### config.mk
export PLATFORM = sky130hd
export DESIGN_NAME = i2s_frame_streamer_flat
export DESIGN_NICKNAME = d
export VERILOG_FILES = /design/src/rtl/i2s_stream_pkg.sv /design/src/rtl/i2s_frame_streamer_if.sv /design/src/rtl/i2s_bit_clk_gen.sv /design/src/rtl/i2s_frame_streamer.sv /design/src/flat_wrapper.sv
export SDC_FILE = /design/constraint.sdc
export NUM_CORES = 1
export LEC_CHECK = 0
export ABC_AREA = 0
export CELL_PAD_IN_SITES_DETAIL_PLACEMENT = 1
export CELL_PAD_IN_SITES_GLOBAL_PLACEMENT = 1
export CORE_ASPECT_RATIO = 0.5
export CORE_MARGIN = 5
export CORE_UTILIZATION = 48
export DETAILED_ROUTE_END_ITERATION = 7
export GPL_TIMING_DRIVEN = 0
export PLACE_DENSITY = 0.84
export SYNTH_ARGS = -nofsm -noshare
export SYNTH_HDL_FRONTEND = slang
export SYNTH_HIERARCHICAL = 1
export SYNTH_SLANG_ARGS = --single-unit
export TNS_END_PERCENT = 20
### constraint.sdc
create_clock -name clk -period 14.05 [get_ports clk]
set_input_delay 2.81 -clock clk [delete_from_list [all_inputs] [get_ports clk]]
set_output_delay 2.81 -clock clk [all_outputs]
set_load 0.01 [all_outputs]
### src/rtl/i2s_stream_pkg.sv
// Shared definitions for the i2s frame streamer and the i2s_mask node array:
// frame geometry, header field positions and the streamer state type.
package i2s_stream_pkg;

    localparam int HEADER_BITS = 16;
    localparam int WORD_BITS   = 16;
    localparam int MOD_W       = 4;
    localparam int ROW_W       = 6;

    localparam int HDR_NX_LSB  = 12;
    localparam int HDR_NY_LSB  = 8;
    localparam int HDR_ROW_LSB = 0;

    typedef enum logic [1:0] {
        ST_IDLE,
        ST_HEADER,
        ST_PAYLOAD,
        ST_DONE
    } stream_state_t;

    // Bits [7:6] of the header are reserved and always zero.
    function automatic logic [HEADER_BITS-1:0] pack_header(
        input logic [MOD_W-1:0] nx,
        input logic [MOD_W-1:0] ny,
        input logic [ROW_W-1:0] row
    );
        logic [HEADER_BITS-1:0] hdr;
        hdr = '0;
        hdr[HDR_NX_LSB +: MOD_W]  = nx;
        hdr[HDR_NY_LSB +: MOD_W]  = ny;
        hdr[HDR_ROW_LSB +: ROW_W] = row;
        return hdr;
    endfunction

endpackage

### src/rtl/i2s_frame_streamer_if.sv
// Control, row-buffer read port and serial bus of the frame streamer.
// The streamer side is the master; the row buffer / controller side is the slave.
interface i2s_frame_streamer_if;
    import i2s_stream_pkg::*;

    logic                 start;
    logic [MOD_W-1:0]     num_modules_x;
    logic [MOD_W-1:0]     num_modules_y;
    logic                 busy;
    logic                 frame_done;
    logic [ROW_W-1:0]     row_num;
    logic                 rd_en;
    logic [7:0]           rd_addr;
    logic [WORD_BITS-1:0] rd_data;
    logic                 i2s_clk;
    logic                 i2s_data;

    modport master (
        input  start, num_modules_x, num_modules_y, rd_data,
        output busy, frame_done, row_num, rd_en, rd_addr, i2s_clk, i2s_data
    );

    modport slave (
        output start, num_modules_x, num_modules_y, rd_data,
        input  busy, frame_done, row_num, rd_en, rd_addr, i2s_clk, i2s_data
    );

endinterface

### src/rtl/i2s_bit_clk_gen.sv
// Bit clock generator: CLK_DIV system cycles per half-period while enabled.
// Strobes flag the cycle whose closing edge makes i2s_clk rise or fall.
module i2s_bit_clk_gen #(
    parameter int CLK_DIV = 2
) (
    input  logic clk,
    input  logic rst_n,
    input  logic enable,
    output logic i2s_clk,
    output logic rise_stb,
    output logic fall_stb
);

    logic [7:0] div_cnt;
    logic       half_tc;

    assign half_tc  = enable && (div_cnt == 8'(CLK_DIV - 1));
    assign rise_stb = half_tc && !i2s_clk;
    assign fall_stb = half_tc && i2s_clk;

    always_ff @(posedge clk) begin
        if (!rst_n || !enable) begin
            div_cnt <= 8'd0;
            i2s_clk <= 1'b0;
        end else if (half_tc) begin
            div_cnt <= 8'd0;
            i2s_clk <= ~i2s_clk;
        end else begin
            div_cnt <= div_cnt + 8'd1;
        end
    end

endmodule

### src/rtl/i2s_frame_streamer.sv
// Row frame source for the i2s_mask array: serialises a header plus one
// word per module, fetched from the row buffer one word ahead of use.
module i2s_frame_streamer
    import i2s_stream_pkg::*;
#(
    parameter int CLK_DIV  = 2,
    parameter int ROW_WRAP = 8
) (
    input logic                  clk,
    input logic                  rst_n,
    i2s_frame_streamer_if.master bus
);

    // state      | meaning
    // ST_IDLE    | waiting for start; accept prefetches word 0
    // ST_HEADER  | shifting out the 16-bit header
    // ST_PAYLOAD | shifting out the module words
    // ST_DONE    | one-cycle frame_done pulse, row_num advances

    localparam logic [ROW_W-1:0] ROW_LAST = ROW_W'(ROW_WRAP - 1);

    stream_state_t        state, state_nxt;
    logic [MOD_W-1:0]     nx_q, ny_q;
    logic [ROW_W-1:0]     row_q;
    logic [12:0]          bit_cnt;
    logic [WORD_BITS-1:0] shift_q, hold_q;
    logic [8:0]           rd_ptr;
    logic                 rd_en_q, rd_req;
    logic [8:0]           n_words;
    logic [12:0]          frame_bits;
    logic                 clk_en, rise_stb, fall_stb;
    logic                 accept, frame_end, word_end, fetch;

    // bit_cnt counts rising edges already delivered, so at a falling edge
    // a multiple of 16 means a word (or the header) has just been completed.
    assign n_words    = ({5'd0, nx_q} + 9'd1) * ({5'd0, ny_q} + 9'd1);
    assign frame_bits = {n_words, 4'd0} + 13'(HEADER_BITS);
    assign accept     = (state == ST_IDLE) && bus.start;
    assign frame_end  = fall_stb && (bit_cnt == frame_bits);
    assign word_end   = fall_stb && (bit_cnt[3:0] == 4'd0) && !frame_end;
    assign fetch      = word_end && (rd_ptr < n_words);

    i2s_bit_clk_gen #(.CLK_DIV(CLK_DIV)) u_clk_gen (
        .clk      (clk),
        .rst_n    (rst_n),
        .enable   (clk_en),
        .i2s_clk  (bus.i2s_clk),
        .rise_stb (rise_stb),
        .fall_stb (fall_stb)
    );

    always_ff @(posedge clk) begin
        if (!rst_n) state <= ST_IDLE;
        else        state <= state_nxt;
    end

    always_comb begin
        state_nxt      = state;
        clk_en         = 1'b0;
        bus.busy       = 1'b0;
        bus.frame_done = 1'b0;
        rd_req         = 1'b0;
        bus.rd_addr    = rd_ptr[7:0];
        case (state)
            ST_IDLE: begin
                bus.rd_addr = 8'd0;
                if (bus.start) begin
                    rd_req    = 1'b1;
                    state_nxt = ST_HEADER;
                end
            end
            ST_HEADER: begin
                clk_en   = 1'b1;
                bus.busy = 1'b1;
                rd_req   = fetch;
                if (word_end) state_nxt = ST_PAYLOAD;
            end
            ST_PAYLOAD: begin
                clk_en   = 1'b1;
                bus.busy = 1'b1;
                rd_req   = fetch;
                if (frame_end) state_nxt = ST_DONE;
            end
            ST_DONE: begin
                bus.frame_done = 1'b1;
                state_nxt      = ST_IDLE;
            end
            default: state_nxt = ST_IDLE;
        endcase
    end

    assign bus.rd_en    = rd_req && rst_n;
    assign bus.row_num  = row_q;
    assign bus.i2s_data = shift_q[WORD_BITS-1];

    always_ff @(posedge clk) begin
        if (!rst_n) begin
            nx_q    <= '0;
            ny_q    <= '0;
            row_q   <= '0;
            bit_cnt <= '0;
            shift_q <= '0;
            hold_q  <= '0;
            rd_ptr  <= '0;
            rd_en_q <= 1'b0;
        end else begin
            rd_en_q <= bus.rd_en;
            if (rd_en_q) hold_q <= bus.rd_data;
            if (accept) begin
                nx_q    <= bus.num_modules_x;
                ny_q    <= bus.num_modules_y;
                shift_q <= pack_header(bus.num_modules_x, bus.num_modules_y, row_q);
                bit_cnt <= '0;
                rd_ptr  <= 9'd1;
            end
            if (rise_stb) bit_cnt <= bit_cnt + 13'd1;
            if (frame_end) begin
                shift_q <= '0;
            end else if (word_end) begin
                shift_q <= hold_q;
                if (fetch) rd_ptr <= rd_ptr + 9'd1;
            end else if (fall_stb) begin
                shift_q <= {shift_q[WORD_BITS-2:0], 1'b0};
            end
            if (state == ST_DONE) row_q <= (row_q == ROW_LAST) ? '0 : row_q + ROW_W'(1);
        end
    end

endmodule

### src/flat_wrapper.sv
// flat-port wrapper written by rule: the top's interface ports become plain ports
module i2s_frame_streamer_flat import i2s_stream_pkg::*;
#(
    parameter int CLK_DIV  = 2,
    parameter int ROW_WRAP = 8
)
  (clk, rst_n, bus_start, bus_num_modules_x, bus_num_modules_y, bus_rd_data, bus_busy, bus_frame_done, bus_row_num, bus_rd_en, bus_rd_addr, bus_i2s_clk, bus_i2s_data);
  i2s_frame_streamer_if bus_i ();
  input logic clk;
  input logic rst_n;
  input wire logic [$bits(bus_i.start)-1:0] bus_start;
  input wire logic [$bits(bus_i.num_modules_x)-1:0] bus_num_modules_x;
  input wire logic [$bits(bus_i.num_modules_y)-1:0] bus_num_modules_y;
  input wire logic [$bits(bus_i.rd_data)-1:0] bus_rd_data;
  output wire logic [$bits(bus_i.busy)-1:0] bus_busy;
  output wire logic [$bits(bus_i.frame_done)-1:0] bus_frame_done;
  output wire logic [$bits(bus_i.row_num)-1:0] bus_row_num;
  output wire logic [$bits(bus_i.rd_en)-1:0] bus_rd_en;
  output wire logic [$bits(bus_i.rd_addr)-1:0] bus_rd_addr;
  output wire logic [$bits(bus_i.i2s_clk)-1:0] bus_i2s_clk;
  output wire logic [$bits(bus_i.i2s_data)-1:0] bus_i2s_data;
  assign bus_i.start = bus_start;
  assign bus_i.num_modules_x = bus_num_modules_x;
  assign bus_i.num_modules_y = bus_num_modules_y;
  assign bus_i.rd_data = bus_rd_data;
  assign bus_busy = bus_i.busy;
  assign bus_frame_done = bus_i.frame_done;
  assign bus_row_num = bus_i.row_num;
  assign bus_rd_en = bus_i.rd_en;
  assign bus_rd_addr = bus_i.rd_addr;
  assign bus_i2s_clk = bus_i.i2s_clk;
  assign bus_i2s_data = bus_i.i2s_data;
  i2s_frame_streamer #(.CLK_DIV(CLK_DIV), .ROW_WRAP(ROW_WRAP)) u_core (.clk(clk), .rst_n(rst_n), .bus(bus_i));
endmodule
### Word-level counts from Yosys, hierarchy flattened

Index checks and enable logic that the tools add are counted.

| word-level totals | value |
|---|---|
| output and inout port bits | 19 |
| logic and storage cells | 72 |
| flip-flop bits (word level) | 80 |
| bits of input ports | 27 |

| operators by class | value |
|---|---|
| mux-type cells | 19 |
| order comparisons | 1 |
| multiply operators | 1 |
| bitwise operators | 2 |
| $add $sub $neg | 7 |
| reductions and logical operators | 22 |
| equality and inequality tests | 9 |

Operators with widths:

| cell | count |
|---|---|
| $mux 16 | 3 |
| $mux 9 | 4 |
| $mux 13 | 2 |
| $add 13x1->13 const B | 1 |
| $add 13x5->13 const B | 1 |
| $eq 13x13->1 | 1 |
| $add 4x1->5 const B | 2 |
| $add 9x1->9 const B | 1 |
| $logic_and 1x1->1 | 9 |
| $lt 9x9->1 | 1 |
| $mul 9x9->9 | 1 |
| $add 8x1->8 const B | 1 |
| $eq 8x1->1 const B | 1 |
| $mux 8 | 1 |
| $pmux 2 s4 | 1 |
| $add 6x1->6 const B | 1 |
| $eq 6x3->1 const B | 1 |
| $mux 2 | 3 |
| $mux 6 | 1 |
| $reduce_or 2->1 | 3 |
| $eq 2x2->1 const B | 2 |
| $logic_not 1->1 | 4 |
| $logic_not 4->1 | 1 |
| $ne 2x1->1 const B | 2 |
| other kinds (10) | 13 |

### Depth between registers and ports, before layout

| depth | value |
|---|---|
| depth after elaboration | 12 |
| mapped depth | 23 |
| depth with buffers taken out | 21 |

### Hierarchy

Netlist, hierarchy kept.

By module, submodules not included:

| module | cells each | area an instance (sq um) | sequential area each (sq um) | times used |
|---|---|---|---|---|
| i2s_frame_streamer | 541 | 4762.1 | 1421.4 | 1 |
| i2s_bit_clk_gen | 44 | 432.9 | 180.2 | 1 |

### Worst setup path after synthesis

Ideal clock, no wire load.

| timing path | value |
|---|---|
| path type | flip-flop to output port |
| from | register u_core.ny_q[0] |
| to | output bus_rd_en |
| data required time | 11.240 ns |
| setup slack | 6.006 ns |
| stages on the path, launching flop included | 21 |
| buffers on the path | 0 |
| arrival time | 5.234 ns |
| cell sequence | dfxtp_1 -> ha_1 -> nand3_1 -> or2_2 -> fa_1 -> fa_1 -> inv_1 -> fa_1 -> ha_1 -> a211oi_1 -> o21bai_1 -> a21oi_1 -> xnor2_1 -> inv_1 -> ha_1 -> a21o_1 -> a211oi_1 -> o21ai_0 -> nor2_2 -> a21oi_1 -> nor3b_1 |

| on the way | value |
|---|---|
| word-level cells in the longest chain between the ends | 10 |
| elaborated cells between the ends (all ways) | 11 |
| classes of those cells | add/sub: 2; mul: 1; order compare: 1; eq/ne: 1; mux: 1; reduce/logical: 5 |

Ends and longest elaborated chain:

| item | RTL line | text |
|---|---|---|
| start, declared | i2s_frame_streamer.sv:23 | `logic [MOD_W-1:0] nx_q, ny_q;` |
| start signal, assigned | i2s_frame_streamer.sv:111 | `ny_q <= bus.num_modules_y;` |
| $add 4x1->5 (*) | i2s_frame_streamer.sv:36 | `assign n_words = ({5'd0, nx_q} + 9'd1) * ({5'd0, ny_q} + 9'd1);` |
| $mul 9x9->9 (*) | i2s_frame_streamer.sv:36 |  |
| $add 13x5->13 | i2s_frame_streamer.sv:37 | `assign frame_bits = {n_words, 4'd0} + 13'(HEADER_BITS);` |
| $eq 13x13->1 | i2s_frame_streamer.sv:39 | `assign frame_end = fall_stb && (bit_cnt == frame_bits);` |
| $logic_and 1x1->1 | i2s_frame_streamer.sv:39 |  |
| $logic_not 1->1 | i2s_frame_streamer.sv:40 | `assign word_end = fall_stb && (bit_cnt[3:0] == 4'd0) && !frame_end;` |
| $logic_and 1x1->1 | i2s_frame_streamer.sv:40 |  |
| $logic_and 1x1->1 (*) | i2s_frame_streamer.sv:41 | `assign fetch = word_end && (rd_ptr < n_words);` |
| $pmux 1 s2 (*) | i2s_frame_streamer.sv:64 | `case (state)` |
| $logic_and 1x1->1 (*) | i2s_frame_streamer.sv:92 | `assign bus.rd_en = rd_req && rst_n;` |
| end, declared | flat_wrapper.sv:18 | `output wire logic [$bits(bus_i.rd_en)-1:0] bus_rd_en;` |

Mark *: on every way between the ends. The rest lies on a longest branch, timed or not.

### Worst setup path in the final report

| timing path | value |
|---|---|
| from | register u_core.nx_q[0] |
| to | output bus_rd_en |

| on the way | value |
|---|---|
| word-level cells in the longest chain between the ends | 10 |
| elaborated cells between the ends (all ways) | 11 |
| classes of those cells | add/sub: 2; mul: 1; order compare: 1; eq/ne: 1; mux: 1; reduce/logical: 5 |

Ends and longest elaborated chain:

| item | RTL line | text |
|---|---|---|
| start, declared | i2s_frame_streamer.sv:23 |  |
| start signal, assigned | i2s_frame_streamer.sv:110 | `nx_q <= bus.num_modules_x;` |
| $add 4x1->5 (*) | i2s_frame_streamer.sv:36 |  |
| $mul 9x9->9 (*) | i2s_frame_streamer.sv:36 |  |
| $add 13x5->13 | i2s_frame_streamer.sv:37 |  |
| $eq 13x13->1 | i2s_frame_streamer.sv:39 |  |
| $logic_and 1x1->1 | i2s_frame_streamer.sv:39 |  |
| $logic_not 1->1 | i2s_frame_streamer.sv:40 |  |
| $logic_and 1x1->1 | i2s_frame_streamer.sv:40 |  |
| $logic_and 1x1->1 (*) | i2s_frame_streamer.sv:41 |  |
| $pmux 1 s2 (*) | i2s_frame_streamer.sv:64 |  |
| $logic_and 1x1->1 (*) | i2s_frame_streamer.sv:92 |  |

Marked as above.

==> results by group <==
Layout
  – Final instance area: 6130 µm²
  – Area delta synth->final: 17.9%
  – Nets: 714
  – N_diodes: 0
  – Layout cells sized above 1: 7.28%
  – # fillers: 1219
  – Register area: 1600 µm²
  – Area occupied by multi-input gates: 3320 µm²
  – Final Non-Filler Cells: 786
  – Final Util: 59.0%

Timing
  – Final Skew: 0.0106 ns
  – Final slew viol count: 0
  – Final Setup Violations: 0
  – Pin slew with the least headroom to its limit: 0.776 ns
  – Final Hold Viols: 0
  – RSZ-0062 raised after global routing: no
  – Fmax achieved: 104 MHz
  – Period utilization: 68.1%
  – Final worst path period need: 9.57 ns
  – Rel. slew slack: 48.3%
  – Setup_tns: 0 ns

Run
  – Max-capacitance violation count: 0

Power and ir drop
  – Final Power: 0.769 mW
  – Leak: 2.44 nW
  – Pwr/cell area: 126 nW/µm²
  – Peak VDD IR: 0.0778 mV

Synthesis
  – Synth unique cells: 64
  – Synth Warn #: 6
  – Most used DFF post-synth: dfxtp_1
  – Mean Syn Cell Area: 8.88 µm²
  – Synthesized area: 5190 µm²
  – Top cells by area, synth: dfxtp_1 31%, ha_1 9.2%, xnor2_1 3.9%
  – EDFF count, synth: 0
  – Most common cell in the netlist: dfxtp_1
  – Share of the synthesized area in the top cell type: 30.8%
  – Sequential fraction of the synthesis area: 30.8%
  – Post-synth top area cell: dfxtp_1
  – Syn_nets: 658
  – Async SR Flop Fraction: 0%
  – Syn Inst Count: 585
  – Most frequent cells after synthesis: 80 x dfxtp_1, 46 x nand2_1, 38 x ha_1
  – #FFs+latches synth: 80

Clocking
  – CTS Buffer Depth: 2
  – Num CTS Buffers: 9
  – H-tree levels: 3
  – TritonCTS clock tree: done
  – Clock Tree Root: clkbuf_16
  – Post-CTS Setup Inserts: 0
  – CTS sink cnt: 80
  – Clk_lat worst skew: 0.34 ns
  – Resize count post-CTS: 0
  – CTS Hold Bufs: 0
  – Clock transition at the registers of the reported paths: 0.06 ns

Setup path
  – Setup CP Type: reg2out
  – Worst endpoint data arrival time: 6.76 ns
  – Critical Path End Type: output port
  – Crit Path Max Fanout: 9
  – Required time of the worst setup path: 11.24 ns
  – Worst Setup Start Kind: register

Routing
  – Routed Antenna Nets: 0
  – DR WL/cell: 19.0 µm
  – Vias: 4520
  – Residual DRC count: 0
  – DR iter-0 viols: 230
  – DR pass1 iterations: 4
  – Vias per cell: 5.75
  – Routed WL: 14.9 mm

Place
  – Port Buffers: 45
  – Gpl congestion: 0.869
  – Area post-placement: 5820 µm²
  – Placed insts: 770
  – Post-DP HPWL: 11.0 mm

Floorplanning
  – Core area: 10400 µm²
  – Die W: 157 µm
  – Die Height: 83.6 µm
  – Row Count: 26
  – Die area: 13100 µm²
  – Initial Util: 50.1%
  – I/O pins: 46

GRT
  – Tot GR Track Use: 22.8%
  – First-pass GRT wire length: 24.0 mm
  – Vias in the first global route: 4714
  – Largest net degree at the start of global routing: 15
  – Initial antenna violation count: 0
  – Gr ovfl total: 0

Worst hold path
  – Path type of the worst min-delay path: reg2reg

Status
  – Outcome: complete, no violations
per-stage QoR:
step / hold WS, ns / setup slack, ns
finish: 0.465 / 4.48
global route: 0.482 / 4.06
CTS: 0.465 / 4.46
detailed placement: 0.442 / 4.85
global placement: 0.438 / 4.96
floorplan: 0.425 / 6.01
cells by family after synthesis:
| group | after synthesis | synth area share, % |
|---|---|---|
| DFF | 80 | 30.8 |
| AOI/OAI and AO/OA | 114 | 15.8 |
| adders and majority gates | 46 | 12.2 |
| and+or+nand+nor | 230 | 25.0 |
| xor gates and xnor gates | 37 | 7.13 |
| buffers and inverters | 58 | 5.20 |
| muxes | 20 | 3.85 |
cell type report:
type,count,area share [%]
plain buffers,30,2.70
clock buffers,11,3.96
clock inverters,5,1.04
inverters,28,1.72
multi-input cells,447,54.2
flip-flops and latches,80,26.1
well taps,140,2.86
repair buffers,45,7.35
path summary, 6_finish.rpt:
path | startpoint | end | slack, ns | depth (start not counted)
max | u_core/nx_q[0] | bus_rd_en | 4.48 | 21
min | u_core/shift_q[13] | u_core/shift_q[13] | 0.47 | 1
max reg2reg | u_core/nx_q[0] | u_core/rd_ptr[4] | 7.89 | 19
min reg2reg | u_core/shift_q[13] | u_core/shift_q[13] | 0.47 | 1
registers in the layout, summed over array words and instances, names as in the netlist:
register                  flops
u_core/u_clk_gen/div_cnt      8
u_core/hold_q                16
u_core/rd_en_q                1
u_core/bus.row_num            6
u_core/nx_q                   4
u_core/rd_ptr                 9
u_core/u_clk_gen/i2s_clk      1
u_core/ny_q                   4
u_core/state                  2
u_core/bit_cnt               13
u_core/shift_q               16
worst max-delay path, cell delays in order, from the launching register on:
cell and delay (ns):
dfxtp_1 0.56, ha_1 0.33, xor2_1 0.25, nand2_1 0.11, fa_1 0.47, fa_1 0.54, inv_1 0.06, fa_1 0.47
ha_1 0.25, a211oi_1 0.43, o21bai_1 0.15, a21oi_1 0.20, xnor2_1 0.24, inv_1 0.08, ha_1 0.30, a21o_1 0.18
a211oi_1 0.29, o21ai_0 0.28, nor2_2 0.30, a21oi_1 0.14, nor3b_1 0.21, clkdlybuf4s50_1 0.56
power by group:
part / total, mW / switching (mW) / internal, mW / leakage [nW]
logic: 0.256 / 0.151 / 0.105 / 1.65
registers: 0.271 / 0.0215 / 0.250 / 0.650
clock network: 0.241 / 0.0977 / 0.144 / 0.146
total: 0.769 / 0.271 / 0.498 / 2.44
cells in the final DEF, fill, tap and decap left out, drive strengths merged, types with 8 or more instances in the layout:
| cell type | netlist | layout |
|---|---|---|
| xor2 | 11 | 11 |
| and2 | 13 | 13 |
| clkdlybuf4s50 | 1 | 46 |
| o2bb2ai | 13 | 13 |
| mux2i | 20 | 20 |
| nand3 | 35 | 35 |
| fa | 8 | 8 |
| a21boi | 13 | 13 |
| o211ai | 21 | 21 |
| nand2b | 12 | 12 |
| inv | 28 | 29 |
| nand4 | 16 | 16 |
| clkbuf | 22 | 33 |
| ha | 38 | 38 |
| dfxtp | 80 | 80 |
| nor2b | 30 | 30 |
| and3b | 13 | 13 |
| nor2 | 31 | 31 |
| a21oi | 11 | 11 |
| xnor2 | 23 | 23 |
| o21ai | 23 | 23 |
| nand2 | 46 | 46 |
per-layer routing:
layer | GRT usage (%) | routed length (µm) | vias to the layer above
li1 | - | - | 2182
met1 | 30.4 | 7020 | 2229
met2 | 38.2 | 7100 | 87
met3 | 3.73 | 572 | 22
met4 | 6.40 | 244 | 0
met5 | 0 | 0 | -
(Power assumes the default switching activity.)
